$ cat src/rtl/gate_selftest_ctrl.sv
// gate_selftest_ctrl
//   Built-in self-test sequencer for the two-input logic_gates unit. A start
//   pulse sweeps a/b through the four input vectors (ab = 00, 10, 01, 11).
//   Each vector is held SETTLE_CYCLES cycles, then the seven gate outputs are
//   sampled, logged and compared with the golden truth table.
//
// Ports
//   clk, rst            clock, asynchronous active-high reset
//   start, abort        begin a sweep (IDLE only) / cancel a running sweep
//   a_out, b_out        registered drive to the unit's a/b inputs
//   and_in .. xnor_in   the unit's seven gate outputs
//   busy                high while a vector is settling or being sampled
//   done                one-cycle pulse at the end of a completed sweep
//   pass                sweep result, valid from done until the next start
//   fail_mask           bit v set when vector v mismatched
//   result_log          observed 7-bit words, vector v at [7*v +: 7]
module gate_selftest_ctrl #(
  parameter int unsigned SETTLE_CYCLES = 2
) (
  input  logic        clk,
  input  logic        rst,
  input  logic        start,
  input  logic        abort,
  output logic        a_out,
  output logic        b_out,
  input  logic        and_in,
  input  logic        or_in,
  input  logic        nor_in,
  input  logic        nand_in,
  input  logic        xor_in,
  input  logic        not_in,
  input  logic        xnor_in,
  output logic        busy,
  output logic        done,
  output logic        pass,
  output logic [3:0]  fail_mask,
  output logic [27:0] result_log
);

  typedef enum logic [1:0] {
    IDLE   = 2'd0,
    SETTLE = 2'd1,
    SAMPLE = 2'd2,
    DONE   = 2'd3
  } state_t;

  // SETTLE counts down to zero inclusive, so loading N-1 holds it N cycles.
  localparam logic [3:0] CNT_RELOAD = 4'(SETTLE_CYCLES - 1);

  state_t      state_q, state_d;
  logic [1:0]  idx_q, idx_d;
  logic [3:0]  cnt_q, cnt_d;
  logic        a_q, a_d;
  logic        b_q, b_d;
  logic        done_q, done_d;
  logic        pass_q, pass_d;
  logic [3:0]  fail_q, fail_d;
  logic [27:0] log_q, log_d;

  logic [6:0]  obs;
  logic [6:0]  golden;
  logic        vec_a, vec_b;
  logic [1:0]  idx_next;

  assign obs   = {xnor_in, not_in, xor_in, nand_in, nor_in, or_in, and_in};
  assign vec_a = idx_q[0];
  assign vec_b = idx_q[1];
  assign golden = {~(vec_a ^ vec_b), ~vec_a, vec_a ^ vec_b, ~(vec_a & vec_b),
                   ~(vec_a | vec_b), vec_a | vec_b, vec_a & vec_b};
  assign idx_next = idx_q + 2'd1;

  always_comb begin
    state_d = state_q;
    idx_d   = idx_q;
    cnt_d   = cnt_q;
    a_d     = a_q;
    b_d     = b_q;
    done_d  = 1'b0;
    pass_d  = pass_q;
    fail_d  = fail_q;
    log_d   = log_q;

    case (state_q)
      IDLE: begin
        a_d = 1'b0;
        b_d = 1'b0;
        if (start) begin
          fail_d  = '0;
          log_d   = '0;
          pass_d  = 1'b0;
          idx_d   = 2'd0;
          cnt_d   = CNT_RELOAD;
          state_d = SETTLE;
        end
      end

      SETTLE: begin
        if (abort) begin
          state_d = IDLE;
          a_d     = 1'b0;
          b_d     = 1'b0;
          pass_d  = 1'b0;
        end else if (cnt_q == 4'd0) begin
          state_d = SAMPLE;
        end else begin
          cnt_d = cnt_q - 4'd1;
        end
      end

      SAMPLE: begin
        if (abort) begin
          state_d = IDLE;
          a_d     = 1'b0;
          b_d     = 1'b0;
          pass_d  = 1'b0;
        end else begin
          case (idx_q)
            2'd0:    log_d[6:0]   = obs;
            2'd1:    log_d[13:7]  = obs;
            2'd2:    log_d[20:14] = obs;
            default: log_d[27:21] = obs;
          endcase
          fail_d[idx_q] = (obs != golden);
          if (idx_q == 2'd3) begin
            state_d = DONE;
            a_d     = 1'b0;
            b_d     = 1'b0;
          end else begin
            // Next vector is launched on the same edge that samples this one.
            idx_d   = idx_next;
            a_d     = idx_next[0];
            b_d     = idx_next[1];
            cnt_d   = CNT_RELOAD;
            state_d = SETTLE;
          end
        end
      end

      default: begin
        // fail_q already holds the last vector's bit written by SAMPLE.
        done_d  = 1'b1;
        pass_d  = (fail_q == 4'd0);
        a_d     = 1'b0;
        b_d     = 1'b0;
        state_d = IDLE;
      end
    endcase
  end

  always_ff @(posedge clk or posedge rst) begin
    if (rst) begin
      state_q <= IDLE;
      idx_q   <= '0;
      cnt_q   <= '0;
      a_q     <= 1'b0;
      b_q     <= 1'b0;
      done_q  <= 1'b0;
      pass_q  <= 1'b0;
      fail_q  <= '0;
      log_q   <= '0;
    end else begin
      state_q <= state_d;
      idx_q   <= idx_d;
      cnt_q   <= cnt_d;
      a_q     <= a_d;
      b_q     <= b_d;
      done_q  <= done_d;
      pass_q  <= pass_d;
      fail_q  <= fail_d;
      log_q   <= log_d;
    end
  end

  assign a_out      = a_q;
  assign b_out      = b_q;
  assign busy       = (state_q == SETTLE) || (state_q == SAMPLE);
  assign done       = done_q;
  assign pass       = pass_q;
  assign fail_mask  = fail_q;
  assign result_log = log_q;

endmodule
$ cat config.mk
export PLATFORM = sky130hd
export DESIGN_NAME = gate_selftest_ctrl
export DESIGN_NICKNAME = d
export VERILOG_FILES = /design/src/rtl/gate_selftest_ctrl.sv
export SDC_FILE = /design/constraint.sdc
export NUM_CORES = 1
export LEC_CHECK = 0
export ABC_AREA = 1
export BUFFER_PORTS_ARGS = -buffer_cell sky130_fd_sc_hd__buf_2
export CORE_ASPECT_RATIO = 0.75
export CORE_MARGIN = 3
export CORE_UTILIZATION = 48
export DETAILED_ROUTE_END_ITERATION = 10
export PLACE_DENSITY = 0.78
export SLEW_MARGIN = 20
export SYNTH_ARGS = -nofsm -noshare
export SYNTH_HDL_FRONTEND = slang
export SYNTH_SLANG_ARGS = --single-unit
$ cat constraint.sdc
create_clock -name clk -period 1.45 [get_ports clk]
set_input_delay 0.0725 -clock clk [delete_from_list [all_inputs] [get_ports clk]]
set_output_delay 0.0725 -clock clk [all_outputs]
set_load 0.01 [all_outputs]
# Word level (Yosys, flattened, before mapping)
# Cells that the tools add are included.
# classes
eq_ne	18
magnitude_cmp	2
bitwise_logic	7
n_reduce_logical	20
mux	39
n_addsub	2
# ops
op	count
two-way mux 28 bit	2
one-hot mux 28 bit (2 select lines)	1
two-way mux 4 bit	7
two-way mux 7 bit	4
AND reduction 4 bit	5
two-way mux 2 bit	8
inequality test 2 bit (second input constant)	7
one-hot mux 4 bit (3 select lines)	1
logical NOT 4 bit	2
two-way mux 1 bit	8
inequality test 2 x 1 -> 1 bit (second input constant)	4
one-hot mux 4 bit (2 select lines)	1
inequality test 7 bit	1
equality test 2 bit (second input constant)	3
one-hot mux 1 bit (2 select lines)	3
one-hot mux 2 bit (3 select lines)	1
AND reduction 6 bit	1
OR reduction 3 bit	2
bitwise mux 4 bit	1
equality test 2 x 1 -> 1 bit (second input constant)	2
logical NOT 2 bit	2
NOT 1 bit	4
one-hot mux 2 bit (2 select lines)	1
AND reduction 2 bit	2
15 further kinds	15
# word_totals
regBits	44
wordCells	100
inputBits	11
output_inout_bits	37

# Longest topological paths before layout
# depth
depth_word	7
depth_mapped	10
mapped_depth_nobuf	10

# Worst setup path before layout
# No wires, ideal clock.
# synth_timing
path_type	register to register
startpoint	register state_q[0]
endpoint	register log_q[13] (netlist: result_log[13])
synth_period_minus_slack_ps	1542
t_required_ps	1327
stages_incl_launch_ff	9
setup_slack_ps	-92
arrival_ps	1419
setup_ps	123
path_buffers	1
cell_sequence	dfrtp_1 > inv_1 > ha_1 > inv_2 > a21oi_4 > o21ai_2 > buf_6 > nand2_1 > o21ai_2
# synth_between
elab_chain_len	3
# synth_rtl
item	line_no	text
start: declaration	50	state_t state_q, state_d;
start signal: assignment	162	state_q <= state_d;
equality test 2 bit / logical NOT 2 bit (equally long branches)	83	case (state_q)
inequality test 2 x 1 -> 1 bit (no source line), or another cell as far along	-	
AND reduction 4 bit (no source line)	-	
end signal: assignment	170	log_q <= log_d;
end: declaration	58	logic [27:0] log_q, log_d;
# Several ways; a longest one is shown, not always the timed one.
# A chain may end at the register's enable or synchronous reset.

# Final worst setup path
# layout_timing
startpoint	register state_q[0]
endpoint	register log_q[24] (netlist: result_log[24])
# layout_between
elab_chain_len	3
# layout_rtl
item	line_no
equality test 2 bit / logical NOT 2 bit (equally long branches)	83
inequality test 2 bit (no source line) / nonzero test 2 bit (equally long branches)	-
AND reduction 4 bit (no source line)	-
# Several ways; a longest one is shown, not always the timed one.

==> results.cfg <==
[status]
outcome = finished with violations
violations = setup timing

[clock_network]
clock-sinks = 44
cts_buffers = 5
cts_root_buffer = clkbuf_8
htree_levels = 2
clk_pin_slew_ns = 0.08
cts_tree = done
clkLatencyLatePin_ns = 0.30
cts_buffer_depth = 2

[power_and_ir_drop]
clkPwrFrac = 0.108
power.share.sequential = 0.295
leakage_uw = 0.00169
internal-power_uw = 3750
irDropWorstVdd_uv = 1030
pwr-share-comb = 0.597
switching_share = 0.438
power_density_nw_per_um2 = 2080
power.switching_uw = 2910

[sta]
relSlewSlack = 0.626
fin_crit_ns = 1.61
worstMarginPinSlew_ns = 0.561
max_freq_ghz = 0.623
timing.hold.ws_ns = 0.163
grt_setup_unrepaired = yes
slew_violations = 0
fin_ws_ns = -0.156
hold_viol = 0
fin_setup_tns_ns = -4.17
finalSetupViolations = 39
finClkSkew_ns = 0.00791
min_period_over_period = 1.11

[floorplanning]
num_io_pins = 48
fp-row-count = 20
die_w_um = 83.6
die_h_um = 64.2
die_area_sq_um = 5370
start_util = 0.516
coreArea_sq_um = 4200

[critical_path]
worst_setup_path_end_kind = flop
cp.arrival_ns = 1.79
cp_cell_sequence = inv_2 -> ha_4 -> inv_6 -> a21oi_4 -> buf_12 -> o21ai_4 -> buf_12 -> nand2_2 -> o21ai_2
max_stage_delay_ns = 0.42
slowest_stage = dfrtp_1
crit_path_start = state_q[0]$_DFFE_PP0P_
worstPathMaxFanout = 8
timing.rr.start = state_q[0]$_DFFE_PP0P_
path_common_cell = buf_12
crit_type = reg -> reg
cp.required_ns = 1.63
critical_path.startpoint_type = flop

[worst_hold_path]
min_path_type = in -> reg
hp-start = abort

[logic_synthesis]
synth_edf_count = 0
syn_area_per_cell_sq_um = 9.43
synth_top_cell_by_area = dfrtp_1
synth.most_common_cell = nand2_1
synth.area.top_cells = dfrtp_1 (51%), nand2_1 (13%), o21ai_2 (13%)
synthTopCellsByCount = nand2_1 (76), dfrtp_1 (44), o21ai_2 (32)
synth_cell_types = 19
synth.ff_latch_count = 44
syn_nets = 252
syn_area_sq_um = 2170
async_flop_share = 1.00
yosys_warnings = 0
ys.flop_type = dfrtp_1
synthCells = 230
synth_top_area_frac = 0.507
synth_seq_area_share = 0.507

[finish]
fin_nets = 335
syn_to_final_growth_pct = 47.4
layout.cells.non_filler = 368
num_antenna_cells = 0
layout-drive-gt1-share = 0.578
finalInstanceArea_sq_um = 3200

[global_routing]
grt_use_total = 0.225
grt_overflow = 0
antenna_found_initial = 0
grt_pass1_vias = 1935
grt_max_degree = 45
grt_pass1_wl_um = 9390

[route]
drc = 0
viasPerCell = 5.32
drtPass1Iterations = 4
totalWireLength_um = 6300
dr_total_vias = 1957
ant_nets = 0
drtIter0Drc = 180
routedWlPerCell_um = 17.1

[placement]
pre_cts_ws_ns = -0.135
gp_congestion = 0.864
place.port_buffers = 47
dp_cells = 346
place_hpwl_um = 3740
placed_cell_area_sq_um = 2660

[run]
cap_violations = 0
-- sequential cells by signal, summed over array words and instances, names as in the netlist --
signal      count
a_out           1
b_out           1
cnt_q           4
done            1
fail_mask       4
idx_q           2
pass            1
result_log     28
state_q         2
-- stage by stage --
stage,utilization,total power [uW]
finish,0.761,6660
floorplan,-,3640
global route,0.761,7060
CTS,0.707,5970
detailed placement,0.633,4580
global placement,0.633,4500
-- what timing repair did --
item | 4_1_cts | 5_1_grt
endpoints found under the hold margin | 44 | 0
resized for setup | 40 | 48
setup buffers | 8 | 3
pin swaps | 11 | 11
hold buffers | 1 | 0
cloned | 2 | 1
endpoints found under the setup margin | 40 | 42
-- cell families (layout without fill, tap and decap cells) --
kind of cell             Yosys count  after routing  synth area share
AND/OR/NAND/NOR                   98             98             0.182
AO/OA/AOI/OAI                     49             50             0.175
flip-flops                        44             44             0.507
buffers and inverters             24            106            0.0554
adder cells (fa/ha/maj)           11             11            0.0634
XOR/XNOR                           4              4            0.0162
-- final timing paths --
path | endpoint | slack, ns | cells past startpoint
max in group asynchronous | idx_q[0]$_DFFE_PP0P_ | 0.57 | 4
max reg2reg | result_log[24]$_DFFE_PP0P_ | -0.16 | 9
max | result_log[24]$_DFFE_PP0P_ | -0.16 | 9
min | a_out$_DFFE_PP0N_ | 0.16 | 3
min in group asynchronous | pass$_DFFE_PP0P_ | 0.45 | 4
min reg2reg | result_log[15]$_DFFE_PP0P_ | 0.48 | 2
-- layer usage --
metal,vias to the layer above,global-route usage,part of all wire
li1,920,-,-
met1,954,0.313,0.44
met2,70,0.349,0.47
met3,13,0.0399,0.064
met4,0,0.0904,0.021
met5,-,0,0
-- layout by cell type, fill, tap and decap left out, drive strengths merged --
| cell | n |
|---|---|
| nand3b | 3 |
| clkbuf | 7 |
| inv | 19 |
| o21ai | 45 |
| or2 | 2 |
| xnor2 | 3 |
| a21oi | 4 |
| nand2 | 76 |
| ha | 11 |
| dlygate4sd3 | 1 |
| buf | 78 |
| nor2 | 8 |
| nand3 | 8 |
| o41ai | 1 |
| xor2 | 1 |
| dfrtp | 44 |
| nor3 | 1 |
| clkinv | 1 |
-- power by group through the flow --
| stage | clock, uW | sequential (uW) | combinational, uW |
|---|---|---|---|
| 6_report | 718 | 1960 | 3980 |
| 5_1_grt | 777 | 2020 | 4260 |
| 4_1_cts | 738 | 1900 | 3320 |
| 3_5_place_dp | 0 | 1880 | 2700 |
| 3_3_place_gp | 0 | 1870 | 2630 |
| 2_1_floorplan | 0 | 2010 | 1630 |
-- layout make-up --
class	instances	area, sq um
repair buffers	80	593
well taps	55	68.8
inverters	19	78.8
fillers	253	1010
clock buffers	6	72.6
multi-input cells	163	1280
clock inverters	1	5.00
flip-flops and latches	44	1100
-- critical path, delay by kind of cell (launching register included) --
family | cells | cell delay [ns]
adders and majority gates | 1 | 0.20
DFF | 1 | 0.42
AOI/OAI and AO/OA | 3 | 0.31
buffers and inverters | 4 | 0.49
and+or+nand+nor | 1 | 0.07
Power figures use the tool's default switching activity.
